==> src/rtl/decode_stage.sv <==
// rtl/decode_stage.sv - registered RV32I decoder with a 2-entry skid buffer.
// Define DECODE_CSR_EN to decode the Zicsr instructions; otherwise they are illegal.

package defs;
  localparam int BIN_DIG = 32;

  // Keys are the opcode-identifying instruction fields packed low-aligned.
  typedef enum logic [16:0] {
    ADD    = 17'h00033, SUB   = 17'h08033, SLL   = 17'h000B3, SLT    = 17'h00133,
    SLTU   = 17'h001B3, XOR   = 17'h00233, SRL   = 17'h002B3, SRA    = 17'h082B3,
    OR     = 17'h00333, AND   = 17'h003B3,
    SLLI   = 17'h00093, SRLI  = 17'h00293, SRAI  = 17'h08293,
    ADDI   = 17'h00013, SLTI  = 17'h00113, SLTIU = 17'h00193, XORI   = 17'h00213,
    ORI    = 17'h00313, ANDI  = 17'h00393,
    LB     = 17'h00003, LH    = 17'h00083, LW    = 17'h00103, LBU    = 17'h00203,
    LHU    = 17'h00283, JALR  = 17'h00067,
    SB     = 17'h00023, SH    = 17'h000A3, SW    = 17'h00123,
    BEQ    = 17'h00063, BNE   = 17'h000E3, BLT   = 17'h00263, BGE    = 17'h002E3,
    BLTU   = 17'h00363, BGEU  = 17'h003E3,
    LUI    = 17'h00037, AUIPC = 17'h00017, JAL   = 17'h0006F,
    FENCE  = 17'h0000F, FENCE_I = 17'h0008F,
    // ECALL and EBREAK share this key; execute tells them apart by imm[0].
    ECALL  = 17'h00073,
    CSRRW  = 17'h000F3, CSRRS = 17'h00173, CSRRC = 17'h001F3, CSRRWI = 17'h002F3,
    CSRRSI = 17'h00373, CSRRCI = 17'h003F3
  } key_e;

  localparam logic [2:0] FMT_R   = 3'd0;
  localparam logic [2:0] FMT_I   = 3'd1;
  localparam logic [2:0] FMT_S   = 3'd2;
  localparam logic [2:0] FMT_B   = 3'd3;
  localparam logic [2:0] FMT_U   = 3'd4;
  localparam logic [2:0] FMT_J   = 3'd5;
  localparam logic [2:0] FMT_ILL = 3'd7;
endpackage

module decode_stage #(
  parameter int XLEN = defs::BIN_DIG
) (
  input  logic            clk,
  input  logic            rst,
  input  logic            flush,
  input  logic            in_valid,
  output logic            in_ready,
  input  logic [XLEN-1:0] in_instr,
  input  logic [XLEN-1:0] in_pc,
  output logic            out_valid,
  input  logic            out_ready,
  output logic [XLEN-1:0] out_pc,
  output logic [16:0]     out_key,
  output logic [2:0]      out_fmt,
  output logic [4:0]      out_rd,
  output logic [4:0]      out_rs1,
  output logic [4:0]      out_rs2,
  output logic [XLEN-1:0] out_imm,
  output logic            out_we,
  output logic            out_illegal
);

  typedef struct packed {
    logic [XLEN-1:0] pc;
    logic [16:0]     key;
    logic [2:0]      fmt;
    logic [4:0]      rd;
    logic [4:0]      rs1;
    logic [4:0]      rs2;
    logic [XLEN-1:0] imm;
    logic            we;
    logic            illegal;
  } entry_t;

  typedef enum logic [1:0] {EMPTY, ONE, TWO} state_e;

  logic [6:0]      op;
  logic [2:0]      f3;
  logic [6:0]      f7;
  logic [4:0]      rd_f, rs1_f, rs2_f;
  logic [XLEN-1:0] imm_i, imm_s, imm_b, imm_u, imm_j;
  logic [16:0]     key_c;
  logic            legal, wr;
  entry_t          dec;

  always_comb begin
    op    = in_instr[6:0];
    f3    = in_instr[14:12];
    f7    = in_instr[31:25];
    rd_f  = in_instr[11:7];
    rs1_f = in_instr[19:15];
    rs2_f = in_instr[24:20];
    imm_i = {{20{in_instr[31]}}, in_instr[31:20]};
    imm_s = {{20{in_instr[31]}}, in_instr[31:25], in_instr[11:7]};
    imm_b = {{19{in_instr[31]}}, in_instr[31], in_instr[7], in_instr[30:25], in_instr[11:8], 1'b0};
    imm_u = {in_instr[31:12], 12'b0};
    imm_j = {{11{in_instr[31]}}, in_instr[31], in_instr[19:12], in_instr[20], in_instr[30:21], 1'b0};

    // funct7 only participates for OP, the shift-immediates and ECALL/EBREAK.
    if (op == 7'h33 || (op == 7'h73 && f3 == 3'd0) || (op == 7'h13 && f3[1:0] == 2'b01))
      key_c = {f7, f3, op};
    else if (op == 7'h37 || op == 7'h17 || op == 7'h6F)
      key_c = {10'b0, op};
    else
      key_c = {7'b0, f3, op};

    dec    = '0;
    dec.pc = in_pc;
    legal  = 1'b1;
    wr     = 1'b0;
    case (key_c)
      defs::ADD, defs::SUB, defs::SLL, defs::SLT, defs::SLTU,
      defs::XOR, defs::SRL, defs::SRA, defs::OR, defs::AND: begin
        dec.fmt = defs::FMT_R;
        dec.rd  = rd_f;
        dec.rs1 = rs1_f;
        dec.rs2 = rs2_f;
        wr      = 1'b1;
      end
      defs::SLLI, defs::SRLI, defs::SRAI: begin
        dec.fmt = defs::FMT_I;
        dec.rd  = rd_f;
        dec.rs1 = rs1_f;
        dec.imm = {{(XLEN-5){1'b0}}, rs2_f};
        wr      = 1'b1;
      end
      defs::ADDI, defs::SLTI, defs::SLTIU, defs::XORI, defs::ORI, defs::ANDI,
      defs::LB, defs::LH, defs::LW, defs::LBU, defs::LHU, defs::JALR: begin
        dec.fmt = defs::FMT_I;
        dec.rd  = rd_f;
        dec.rs1 = rs1_f;
        dec.imm = imm_i;
        wr      = 1'b1;
      end
      defs::FENCE, defs::FENCE_I: begin
        dec.fmt = defs::FMT_I;
        dec.rd  = rd_f;
        dec.rs1 = rs1_f;
        dec.imm = imm_i;
      end
      defs::ECALL: begin
        legal   = (in_instr[31:21] == 11'd0) && (rs1_f == 5'd0) && (rd_f == 5'd0);
        dec.fmt = defs::FMT_I;
        dec.imm = imm_i;
      end
`ifdef DECODE_CSR_EN
      defs::CSRRW, defs::CSRRS, defs::CSRRC,
      defs::CSRRWI, defs::CSRRSI, defs::CSRRCI: begin
        dec.fmt = defs::FMT_I;
        dec.rd  = rd_f;
        dec.rs1 = rs1_f;
        dec.imm = {{(XLEN-12){1'b0}}, in_instr[31:20]};
        wr      = 1'b1;
      end
`endif
      defs::SB, defs::SH, defs::SW: begin
        dec.fmt = defs::FMT_S;
        dec.rs1 = rs1_f;
        dec.rs2 = rs2_f;
        dec.imm = imm_s;
      end
      defs::BEQ, defs::BNE, defs::BLT, defs::BGE, defs::BLTU, defs::BGEU: begin
        dec.fmt = defs::FMT_B;
        dec.rs1 = rs1_f;
        dec.rs2 = rs2_f;
        dec.imm = imm_b;
      end
      defs::LUI, defs::AUIPC: begin
        dec.fmt = defs::FMT_U;
        dec.rd  = rd_f;
        dec.imm = imm_u;
        wr      = 1'b1;
      end
      defs::JAL: begin
        dec.fmt = defs::FMT_J;
        dec.rd  = rd_f;
        dec.imm = imm_j;
        wr      = 1'b1;
      end
      default: legal = 1'b0;
    endcase

    if (!legal) begin
      dec         = '0;
      dec.pc      = in_pc;
      dec.fmt     = defs::FMT_ILL;
      dec.illegal = 1'b1;
    end else begin
      dec.key = key_c;
      dec.we  = wr & (|dec.rd);
    end
  end

  state_e state_q, state_d;
  entry_t main_q, main_d, skid_q, skid_d;
  logic   in_ready_q, in_ready_d;
  logic   accept, deliver;

  assign accept  = in_valid & in_ready_q;
  assign deliver = out_valid & out_ready;

  always_comb begin
    state_d = state_q;
    main_d  = main_q;
    skid_d  = skid_q;
    if (flush) begin
      state_d = EMPTY;
    end else begin
      case (state_q)
        EMPTY: if (accept) begin
          main_d  = dec;
          state_d = ONE;
        end
        ONE: begin
          if (accept && deliver) begin
            main_d = dec;
          end else if (accept) begin
            skid_d  = dec;
            state_d = TWO;
          end else if (deliver) begin
            state_d = EMPTY;
          end
        end
        TWO: if (deliver) begin
          main_d  = skid_q;
          state_d = ONE;
        end
        default: state_d = EMPTY;
      endcase
    end
    in_ready_d = (state_d != TWO);
  end

  always_ff @(posedge clk) begin
    if (rst) begin
      state_q    <= EMPTY;
      main_q     <= '0;
      skid_q     <= '0;
      in_ready_q <= 1'b1;
    end else begin
      state_q    <= state_d;
      main_q     <= main_d;
      skid_q     <= skid_d;
      in_ready_q <= in_ready_d;
    end
  end

  assign in_ready    = in_ready_q;
  assign out_valid   = (state_q != EMPTY);
  assign out_pc      = main_q.pc;
  assign out_key     = main_q.key;
  assign out_fmt     = main_q.fmt;
  assign out_rd      = main_q.rd;
  assign out_rs1     = main_q.rs1;
  assign out_rs2     = main_q.rs2;
  assign out_imm     = main_q.imm;
  assign out_we      = main_q.we;
  assign out_illegal = main_q.illegal;

endmodule

==> config.mk <==
export PLATFORM = sky130hd
export DESIGN_NAME = decode_stage
export DESIGN_NICKNAME = d
export VERILOG_FILES = /design/src/rtl/decode_stage.sv
export SDC_FILE = /design/constraint.sdc
export NUM_CORES = 1
export LEC_CHECK = 0
export BUFFER_PORTS_ARGS = -buffer_cell sky130_fd_sc_hd__buf_2
export CAP_MARGIN = 20
export CORE_MARGIN = 2
export CORE_UTILIZATION = 30
export CTS_CLUSTER_SIZE = 12
export DETAILED_ROUTE_END_ITERATION = 10
export PLACE_DENSITY = 0.62
export REMOVE_ABC_BUFFERS = 1
export SYNTH_ARGS = -nofsm -noshare
export SYNTH_HDL_FRONTEND = slang
export SYNTH_SLANG_ARGS = --single-unit
==> constraint.sdc <==
create_clock -name clk -period 2.7 [get_ports clk]
set_input_delay 0.54 -clock clk [delete_from_list [all_inputs] [get_ports clk]]
set_output_delay 0.54 -clock clk [all_outputs]
set_load 0.005 [all_outputs]
==> results.sh <==
export IMPL_num_rows=62
export IMPL_worstSetupStartpointType="input port"
export IMPL_route_detailed_drc=0
export IMPL_fillers=2952
export IMPL_cts_tree="yes"
export IMPL_synth_seq_area_share_pct=47.3
export IMPL_antenna_found_initial=2
export IMPL_wl_um=28400
export IMPL_grt_pass1_vias=8074
export IMPL_grt_max_degree=72
export IMPL_crit_type="in2reg"
export IMPL_crit_path_cell_trace="buf_2 -> buf_4 -> nand2b_1 -> a221oi_1 -> nor2_1 -> nor4b_4 -> a21oi_4 -> buf_12 -> a2111oi_0 -> a31o_2"
export IMPL_min_period_ps=2340
export IMPL_gp_congestion=0.853
export IMPL_ant_nets=0
export IMPL_async_flop_share_pct=0
export IMPL_first_pass_iters=5
export IMPL_ir_worst_vdd_v=0.000410
export IMPL_hold_viol=0
export IMPL_dp_cells=1601
export IMPL_cts_sinks=205
export IMPL_finClkSkew_ps=12.7
export IMPL_setup_viol=0
export IMPL_netlist_area_um2=8680
export IMPL_avgSynthCellArea_um2=8.44
export IMPL_cp_required_ps=3160
export IMPL_die_area_um2=30300
export IMPL_drtIter0Drc=525
export IMPL_clk_path_buf_depth=3
export IMPL_synth_cell_types=67
export IMPL_die_x_um=174
export IMPL_overflow=0
export IMPL_yosys_warnings=0
export IMPL_synthCells=1029
export IMPL_critPathMaxStageDelay_ps=470
export IMPL_slew_headroom_pct=49.3
export IMPL_dp_hpwl_um=19500
export IMPL_syn2layout_area_growth_pct=30.6
export IMPL_placement_io_buffers=171
export IMPL_ys_flop_type="dfxtp_1"
export IMPL_htreeDepth=1
export IMPL_drv_slew=0
export IMPL_cts_buffers=25
export IMPL_finalNonFillerCells=1645
export IMPL_io_pins=172
export IMPL_die_h_um=174
export IMPL_grt_pass1_wl_um=45000
export IMPL_cts_clk_slew_worst_paths_ps=60
export IMPL_drive_gt1_share_pct=27.6
export IMPL_viasPerCell=5.16
export IMPL_cts_resized=0
export IMPL_max_freq_mhz=427
export IMPL_critPathCaptureType="flop"
export IMPL_power_density_cell_area_nw_per_um2=651
export IMPL_cp_slowest_cell="nor4b_4"
export IMPL_status="finished, final reports clean"
export IMPL_wl_per_cell_um=17.3
export IMPL_total_power_w=0.00738
export IMPL_leakage_nw=4.54
export IMPL_synth_edff_count=0
export IMPL_finalCritPeriodShare_pct=86.8
export IMPL_root_buffer="clkbuf_16"
export IMPL_vias=8482
export IMPL_grtUsageTotal_pct=18.3
export IMPL_path_max_fanout=14
export IMPL_nNetsFinal=1313
export IMPL_start_util_pct=30.3
export IMPL_hold_class="in2reg"
export IMPL_coreArea_um2=28600
export IMPL_worst_pin_slew_ps=760
export IMPL_cp_arrival_ps=2810
export IMPL_rsz0062_at_grt="no"
export IMPL_max_cap_violations=0
export IMPL_clk_latency_ps=520
export IMPL_cts_setup_buffers=0
export IMPL_postCtsHoldBufs=0
export IMPL_ys_ff_latch=205
-- cells in the final DEF (no fill, tap or decap), types with 20 or more instances in the layout --
| master | netlist | layout |
|---|---|---|
| a221oi_1 | 22 | 22 |
| buf_2 | 10 | 170 |
| a22o_1 | 28 | 28 |
| dfxtp_1 | 205 | 205 |
| nand2_1 | 206 | 205 |
| nor2_1 | 120 | 120 |
| a21oi_1 | 62 | 61 |
| o21ai_0 | 27 | 27 |
| buf_4 | 2 | 103 |
| a311oi_1 | 56 | 56 |
| clkbuf_16 | 0 | 25 |
| nor3_1 | 29 | 29 |
| a211oi_1 | 37 | 37 |
| nand3_1 | 20 | 20 |
-- cells in the mapped netlist (all sizes together) (2+ instances only) --
library cell	count	area, µm²
a2111oi	2	18.8
a211oi	37	278
a21o	3	22.5
a21oi	66	360
a221oi	23	208
a22o	29	255
a22oi	2	15.0
a311oi	56	490
a32oi	13	114
and2	15	95.1
and3	6	37.5
buf	18	118
clkbuf	71	318
dfxtp	205	4100
inv	5	18.8
nand2	206	773
nand2b	5	31.3
nand3	21	110
nand3b	5	37.5
nand4	2	12.5
nand4b	2	17.5
nor2	121	462
nor3	29	145
nor3b	4	30.0
nor4	5	31.3
o211ai	2	15.0
o21a	2	15.0
o21ai	28	151
o31ai	2	15.0
o32ai	2	17.5
o41ai	2	17.5
or2	6	37.5
or3	13	81.3
or4	3	30.0
xor2	2	17.5
-- power by group --
part	internal [W]	leakage (nW)	switching, W	total, W
clock	0.00225	0.428	0.00133	0.00358
sequential	0.00311	1.66	0.0000426	0.00315
combinational	0.000268	2.45	0.000379	0.000647
total	0.00563	4.54	0.00175	0.00738
-- metal layers --
| layer | GRT usage (%) | vias to the layer above | wire (µm) |
|---|---|---|---|
| met5 | 0 | - | 0 |
| met4 | 4.24 | 0 | 514 |
| met3 | 3.50 | 39 | 1980 |
| met2 | 29.4 | 297 | 12700 |
| met1 | 25.4 | 4005 | 13200 |
| li1 | - | 4141 | - |
-- worst max-delay path, delay by kind of cell --
kind	cells	cell delay, ps
buf+inv	3	440
compound gates	4	1060
simple gates	3	780
-- state kept, by name, summed over array words and instances (netlist names) --
register / flops
in_ready: 1
out_fmt: 3
out_illegal: 1
out_imm: 32
out_key: 17
out_pc: 32
out_rd: 5
out_rs1: 5
out_rs2: 5
out_we: 1
skid_q: 101
state_q: 2
-- cells by family after synthesis --
family	count (synthesis)	share of synthesized area (%)
buffers and inverters	95	5.35
DFF	205	47.3
xor gates and xnor gates	3	0.303
and+or+nand+nor	451	23.5
AOI/OAI and AO/OA	275	23.6
-- per-stage QoR --
stage               TNS [ps]  hold slack, ps  cell area (µm²)  worst slack (ps)  util [%]
floorplan            -888820             426             8240             -5750         -
global placement       -4270             438            10500              -129      36.6
detailed placement     -4570             446            10500              -184      36.6
CTS                        0             251            11300               353      39.6
global route               0             263            11300               115      39.6
finish                     0             275            11300               356      39.6
-- layout make-up --
type	count	area, µm²	share of cell area, %
clock buffer	30	674	5.95
clock inverter	12	195	1.72
timing repair buffer	278	1720	15.2
sequential	205	4100	36.2
antenna	2	5.00	0.0441
inverter	5	18.8	0.165
tap	384	480	4.24
multi-input combinational	729	4140	36.5
-- final timing paths --
path | from | end | slack (ps) | cells after the start
max | in_instr[13] | out_fmt[2] | 360 | 10
min | in_pc[16] | skid_q[85] | 270 | 3
max reg2reg | state_q[1] | out_pc[5] | 550 | 5
min reg2reg | skid_q[76] | skid_q[76] | 450 | 2
(Power assumes the default switching activity.)
